--- src/rtl/clint_pkg.sv ---
// Shared CLINT address map, region decode type and byte-lane merge helper.
// Used by the CLINT top and by anything that decodes the CLINT window.
package clint_pkg;

  localparam logic [15:0] CLINT_MSIP_BASE     = 16'h0000;
  localparam logic [15:0] CLINT_MTIMECMP_BASE = 16'h4000;
  localparam logic [15:0] CLINT_MTIME_ADDR    = 16'hBFF8;

  typedef enum logic [1:0] {
    RegNone,
    RegMsip,
    RegMtimecmp,
    RegMtime
  } clint_region_e;

  // Bytes with their enable set come from new_val; the rest keep old_val.
  function automatic logic [63:0] byte_merge(input logic [63:0] old_val,
                                             input logic [63:0] new_val,
                                             input logic [7:0]  we);
    logic [63:0] res;
    res = old_val;
    for (int b = 0; b < 8; b++) begin
      if (we[b]) res[8*b +: 8] = new_val[8*b +: 8];
    end
    return res;
  endfunction

endpackage

--- src/rtl/clint_mh_if.sv ---
// MMIO access bundle between the core's uncached path and the CLINT.
// One strobe per access; read data returns one cycle later with a valid pulse.
interface clint_mh_if;
  logic        clint_en;
  logic [7:0]  clint_we;
  logic [63:0] clint_addr;
  logic [63:0] clint_wdata;
  logic [63:0] clint_rdata;
  logic        clint_rvalid;

  modport master (
    output clint_en, clint_we, clint_addr, clint_wdata,
    input  clint_rdata, clint_rvalid
  );

  modport slave (
    input  clint_en, clint_we, clint_addr, clint_wdata,
    output clint_rdata, clint_rvalid
  );
endinterface

--- src/rtl/clint_prescaler.sv ---
// Divides clk down to a one-cycle mtime tick every TICK_DIV unhalted cycles.
// Halt freezes the phase so timekeeping resumes where it stopped.
module clint_prescaler #(
  parameter int unsigned TICK_DIV = 50
) (
  input  logic clk,
  input  logic resetn,
  input  logic halt,
  output logic tick
);

  localparam int unsigned CntW = (TICK_DIV > 1) ? $clog2(TICK_DIV) : 1;
  localparam logic [CntW-1:0] CntMax = CntW'(TICK_DIV - 1);

  logic [CntW-1:0] cnt_q, cnt_d;
  logic            at_max;

  assign at_max = (cnt_q == CntMax);
  assign tick   = at_max & ~halt;

  always_comb begin
    cnt_d = cnt_q;
    if (!halt) cnt_d = at_max ? '0 : cnt_q + CntW'(1);
  end

  always_ff @(posedge clk) begin
    if (!resetn) cnt_q <= '0;
    else         cnt_q <= cnt_d;
  end

endmodule

--- src/rtl/clint_mh.sv ---
// Multi-hart CLINT: shared prescaled mtime, per-hart mtimecmp and msip,
// byte-lane MMIO writes and registered one-cycle read return.
module clint_mh
  import clint_pkg::*;
#(
  parameter int unsigned NUM_HARTS = 2,
  parameter int unsigned TICK_DIV  = 50
) (
  input  logic                 clk,
  input  logic                 resetn,
  input  logic                 time_halt,
  clint_mh_if.slave            bus,
  output logic [NUM_HARTS-1:0] timer_int,
  output logic [NUM_HARTS-1:0] soft_int
);

  localparam int unsigned MsipWords = (NUM_HARTS + 1) / 2;
  localparam logic [12:0] MsipDw    = CLINT_MSIP_BASE[15:3];
  localparam logic [12:0] CmpDw     = CLINT_MTIMECMP_BASE[15:3];
  localparam logic [12:0] MtimeDw   = CLINT_MTIME_ADDR[15:3];

  logic                 tick;
  logic [63:0]          mtime_q, mtime_d;
  logic [63:0]          mtimecmp_q [NUM_HARTS];
  logic [63:0]          mtimecmp_d [NUM_HARTS];
  logic [NUM_HARTS-1:0] msip_q, msip_d;
  logic [63:0]          rdata_q, rdata_d;
  logic                 rvalid_q;
  logic [NUM_HARTS-1:0] timer_q, soft_q, cmp_hit;

  logic [12:0]   dw, msip_off, cmp_off;
  clint_region_e region;
  logic [63:0]   rd_word, wr_word;
  logic          wr_en;
  logic          unused_addr;

  clint_prescaler #(
    .TICK_DIV (TICK_DIV)
  ) u_prescaler (
    .clk    (clk),
    .resetn (resetn),
    .halt   (time_halt),
    .tick   (tick)
  );

  assign dw          = bus.clint_addr[15:3];
  assign msip_off    = dw - MsipDw;
  assign cmp_off     = dw - CmpDw;
  assign wr_en       = bus.clint_en & (|bus.clint_we);
  assign unused_addr = ^{bus.clint_addr[63:16], bus.clint_addr[2:0]};

  // Offsets below a base wrap to large values, so one compare bounds each region.
  always_comb begin
    region = RegNone;
    if (dw == MtimeDw)                      region = RegMtime;
    else if (cmp_off < 13'(NUM_HARTS))      region = RegMtimecmp;
    else if (msip_off < 13'(MsipWords))     region = RegMsip;
  end

  always_comb begin
    rd_word = '0;
    unique case (region)
      RegNone:  rd_word = '0;
      RegMtime: rd_word = mtime_q;
      RegMtimecmp: begin
        for (int h = 0; h < int'(NUM_HARTS); h++) begin
          if (cmp_off == 13'(h)) rd_word = mtimecmp_q[h];
        end
      end
      RegMsip: begin
        for (int h = 0; h < int'(NUM_HARTS); h++) begin
          if (msip_off == 13'(h / 2)) begin
            if (h % 2 == 0) rd_word[0]  = msip_q[h];
            else            rd_word[32] = msip_q[h];
          end
        end
      end
    endcase
  end

  assign wr_word = byte_merge(rd_word, bus.clint_wdata, bus.clint_we);

  always_comb begin
    // Overlay on the incremented value so a tick carry survives in unwritten lanes.
    mtime_d = tick ? mtime_q + 64'd1 : mtime_q;
    if (wr_en && region == RegMtime) begin
      mtime_d = byte_merge(mtime_d, bus.clint_wdata, bus.clint_we);
    end

    for (int h = 0; h < int'(NUM_HARTS); h++) begin
      mtimecmp_d[h] = mtimecmp_q[h];
      if (wr_en && region == RegMtimecmp && cmp_off == 13'(h)) mtimecmp_d[h] = wr_word;
    end

    msip_d = msip_q;
    for (int h = 0; h < int'(NUM_HARTS); h++) begin
      if (wr_en && region == RegMsip && msip_off == 13'(h / 2)) begin
        msip_d[h] = (h % 2 == 0) ? wr_word[0] : wr_word[32];
      end
    end

    rdata_d = bus.clint_en ? rd_word : rdata_q;
  end

  for (genvar h = 0; h < int'(NUM_HARTS); h++) begin : g_cmp
    assign cmp_hit[h] = (mtime_q >= mtimecmp_q[h]);
  end

  always_ff @(posedge clk) begin
    if (!resetn) begin
      mtime_q  <= '0;
      msip_q   <= '0;
      rdata_q  <= '0;
      rvalid_q <= 1'b0;
      timer_q  <= '0;
      soft_q   <= '0;
      for (int h = 0; h < int'(NUM_HARTS); h++) mtimecmp_q[h] <= '1;
    end else begin
      mtime_q  <= mtime_d;
      msip_q   <= msip_d;
      rdata_q  <= rdata_d;
      rvalid_q <= bus.clint_en;
      timer_q  <= cmp_hit;
      soft_q   <= msip_q;
      for (int h = 0; h < int'(NUM_HARTS); h++) mtimecmp_q[h] <= mtimecmp_d[h];
    end
  end

  assign bus.clint_rdata  = rdata_q;
  assign bus.clint_rvalid = rvalid_q;
  assign timer_int        = timer_q;
  assign soft_int         = soft_q;

endmodule
--- src/flat_wrapper.sv ---
// flat-port wrapper written by rule: the top's interface ports become plain ports
module clint_mh_flat import clint_pkg::*;
#(
  parameter int unsigned NUM_HARTS = 2,
  parameter int unsigned TICK_DIV  = 50
)
  (clk, resetn, time_halt, timer_int, soft_int, bus_clint_en, bus_clint_we, bus_clint_addr, bus_clint_wdata, bus_clint_rdata, bus_clint_rvalid);
  clint_mh_if bus_i ();
  input  logic clk;
  input  logic resetn;
  input  logic time_halt;
  output logic [NUM_HARTS-1:0] timer_int;
  output logic [NUM_HARTS-1:0] soft_int;
  input wire logic [$bits(bus_i.clint_en)-1:0] bus_clint_en;
  input wire logic [$bits(bus_i.clint_we)-1:0] bus_clint_we;
  input wire logic [$bits(bus_i.clint_addr)-1:0] bus_clint_addr;
  input wire logic [$bits(bus_i.clint_wdata)-1:0] bus_clint_wdata;
  output wire logic [$bits(bus_i.clint_rdata)-1:0] bus_clint_rdata;
  output wire logic [$bits(bus_i.clint_rvalid)-1:0] bus_clint_rvalid;
  assign bus_i.clint_en = bus_clint_en;
  assign bus_i.clint_we = bus_clint_we;
  assign bus_i.clint_addr = bus_clint_addr;
  assign bus_i.clint_wdata = bus_clint_wdata;
  assign bus_clint_rdata = bus_i.clint_rdata;
  assign bus_clint_rvalid = bus_i.clint_rvalid;
  clint_mh #(.NUM_HARTS(NUM_HARTS), .TICK_DIV(TICK_DIV)) u_core (.clk(clk), .resetn(resetn), .time_halt(time_halt), .bus(bus_i), .timer_int(timer_int), .soft_int(soft_int));
endmodule
--- config.mk ---
export PLATFORM = sky130hd
export DESIGN_NAME = clint_mh_flat
export DESIGN_NICKNAME = d
export VERILOG_FILES = /design/src/rtl/clint_pkg.sv /design/src/rtl/clint_mh_if.sv /design/src/rtl/clint_prescaler.sv /design/src/rtl/clint_mh.sv /design/src/flat_wrapper.sv
export SDC_FILE = /design/constraint.sdc
export NUM_CORES = 1
export LEC_CHECK = 0
export CORE_MARGIN = 2
export CORE_UTILIZATION = 55
export DETAILED_ROUTE_END_ITERATION = 10
export MAX_ROUTING_LAYER = met4
export PLACE_DENSITY_LB_ADDON = 0.2
export SLEW_MARGIN = 20
export SYNTH_ARGS = -nofsm -noshare
export SYNTH_HDL_FRONTEND = slang
export SYNTH_SLANG_ARGS = --single-unit
--- constraint.sdc ---
create_clock -name clk -period 3.2 [get_ports clk]
set_input_delay 0.32 -clock clk [delete_from_list [all_inputs] [get_ports clk]]
set_output_delay 0.32 -clock clk [all_outputs]
set_load 0.05 [all_outputs]
==> metrics <==
Hold Vio Cnt, Final 0; flop2flop setup slack roughly 0.54 ns; Avg Synthesized Cell Area 8.15 um2; Yosys cell types 58; Post-synth ARST share 0; Leakage 9.40 nW; largest net degree at the start of global routing 122; drt pass-1 iters 7; CTS tree done; first-pass GRT wire length 69800 um; GRT Util Overall 0.299; post-route ant nets 0; Multi-input gate area 9090 um2; synthesized flop and latch total 269; WP data required 3.69 ns; Setup CP Type reg2reg; final worst-path cycle share 0.833; Initial Util 0.559; worst setup margin 0.535 ns; # H-tree levels 1; Power Density between 400 and 500 nW/um2; DR WL/cell 18.0 um; Slew HR 0.490; CP Launch Type flop; post-route minimum period 2.66 ns; Die Ht 172 um; total routed wirelength ~44000 um; Hold/Removal Path Class in2reg; Final nets 2298; IO buf count 157; Setup violations, final 0; storage element area 5390 um2; Fillers 2397; Placeable Area 27800 um2; Die Width 172 um; synthesized net count 2180; total grt overflow 0; Max-Cap Viols 0; postcts setup bufs 0; DRC errors left 0; clock tree buffer depth 3; Syn Inst Count approximately 1900; worst skew pair latency 0.56 ns; Clock transition at path regs about 0.06 ns; CTS sink cnt 269; CP endpoint kind flop; post-synth top area share 0.347; Finished Layout Cells 2427; worst vdd ir 0.402 mV; vias per cell 5.98; post-DP HPWL roughly 30000 um; Seq/Total Area, Yosys 0.347; CP Data Arrival Time 3.15 ns; Worst Path Max Fanout 7; # IOs 209; Fmax achieved ~380 MHz; Synth area leaders dfxtp_1, ha_1, o211ai_1; final clock skew 0.0115 ns; CTS root buf clkbuf_16; most common cell after layout, fill and taps aside dfxtp_1; gpl congestion 0.928; pre-CTS setup slack 0.201 ns; Area Growth Syn to Fin 19.5%; Ys Warns 0; most frequent cells in the layout dfxtp_1, nand2_1, inv_1; die area 29600 um2; vias 14500; status finished, final reports clean; RSZ-0062 raised after global routing false; Synth area leader dfxtp_1; hold buffers post-CTS 0; DRT iter0 DRCs 1100; Worst-Margin Slew 0.765 ns; TNS Setup 0 ns; share of cells above drive strength 1 0.0566; CTS Buf Count 31; hold_ws roughly 0.075 ns; number of global-route vias before repair about 14000; Post-synth EDFFs 0; # rows 61; post-CTS sizing 0; Slew Viols, Final 0; initial antenna violation count 1; placed cells between 2000 and 2500; most common flop cell mapped by yosys dfxtp_1; synthesized area approximately 16000 um2
## routing by layer
metal,vias to the layer above,wire length [um],GRT usage
met2,474,20400,0.486
met5,-,0,-
met4,0,1420,0.107
met1,6868,19400,0.389
li1,7083,-,-
met3,92,2410,0.0318
## worst paths after layout
check | to | cells past startpoint | startpoint
setup / recovery | u_core.mtime_q[63]$_SDFF_PN0_ | 6 | u_core.mtime_q[4]$_SDFF_PN0_
hold / removal | u_core.bus.clint_rdata[2]$_SDFFE_PN0P_ | 2 | bus_clint_en
setup reg to reg | u_core.mtime_q[63]$_SDFF_PN0_ | 6 | u_core.mtime_q[4]$_SDFF_PN0_
hold reg to reg | u_core.soft_int[0]$_SDFF_PN0_ | 2 | u_core.msip_q[0]$_SDFFE_PN0P_
## metrics by stage
step	total power [mW]	utilization	area [um2]
floorplan	3.85	-	15500
global placement	4.12	0.631	17500
detailed placement	4.13	0.631	17500
CTS	7.68	0.668	18600
global route	7.86	0.668	18600
finish	7.64	0.668	18600
## registers in the layout, indices dropped and copies added (netlist names)
name	flops
u_core.msip_q	2
u_core.mtimecmp_q	128
u_core.bus.clint_rvalid	1
u_core.timer_int	2
u_core.soft_int	2
u_core.mtime_q	64
u_core.u_prescaler.cnt_q	6
u_core.bus.clint_rdata	64
## cell type report
type / instances / area share
Antenna cell: 1 / 0.000135
Clock buffer: 43 / 0.0475
Clock inverter: 13 / 0.00789
Inverter: 165 / 0.0334
Multi-Input combinational cell: 1360 / 0.490
Sequential cell: 269 / 0.290
Tap cell: 378 / 0.0255
Timing Repair Buffer: 198 / 0.106
## cells by family (layout without fill, tap and decap cells)
group | Yosys count | after routing | synth area share
xor gates and xnor gates | 65 | 65 | 0.0366
other | 0 | 1 | 0
AOI/OAI and AO/OA | 541 | 541 | 0.234
adders and majority gates | 133 | 133 | 0.107
DFF | 269 | 269 | 0.347
and+or+nand+nor | 553 | 553 | 0.163
muxes | 68 | 68 | 0.0440
buffers and inverters | 278 | 419 | 0.0693
## critical path, cell delays in order, from the launching register on
cell and delay (ns):
dfxtp_1 0.48, nand3_2 0.23, or2_1 0.38, or3_1 0.55
or3_4 0.47, or3_1 0.31, a31oi_1 0.17
## report_power, final
part	internal (mW)	switching [mW]
combinational	0.243	0.403
clock	2.15	1.43
sequential	3.39	0.0252
## synth_stat cells (all sizes together) (3+ instances only)
master and count:
or4 8, o211ai 135, inv 165, and2 3
a211oi 90, a21o 17, o21a 4, ha 133
nand3 37, nand2 249, nand4 35, xor2 14
mux2i 66, dfxtp 269, nor4 27, clkbuf 79
and4 3, buf 34, o21ai 130, and3 5
a31oi 6, a21oi 79, a2bb2oi 64, or2 4
xnor2 51, nor2 133, or3 6, and2b 3
nor3 29, nand2b 4
No activity file was read; power rests on OpenSTA's default activity.
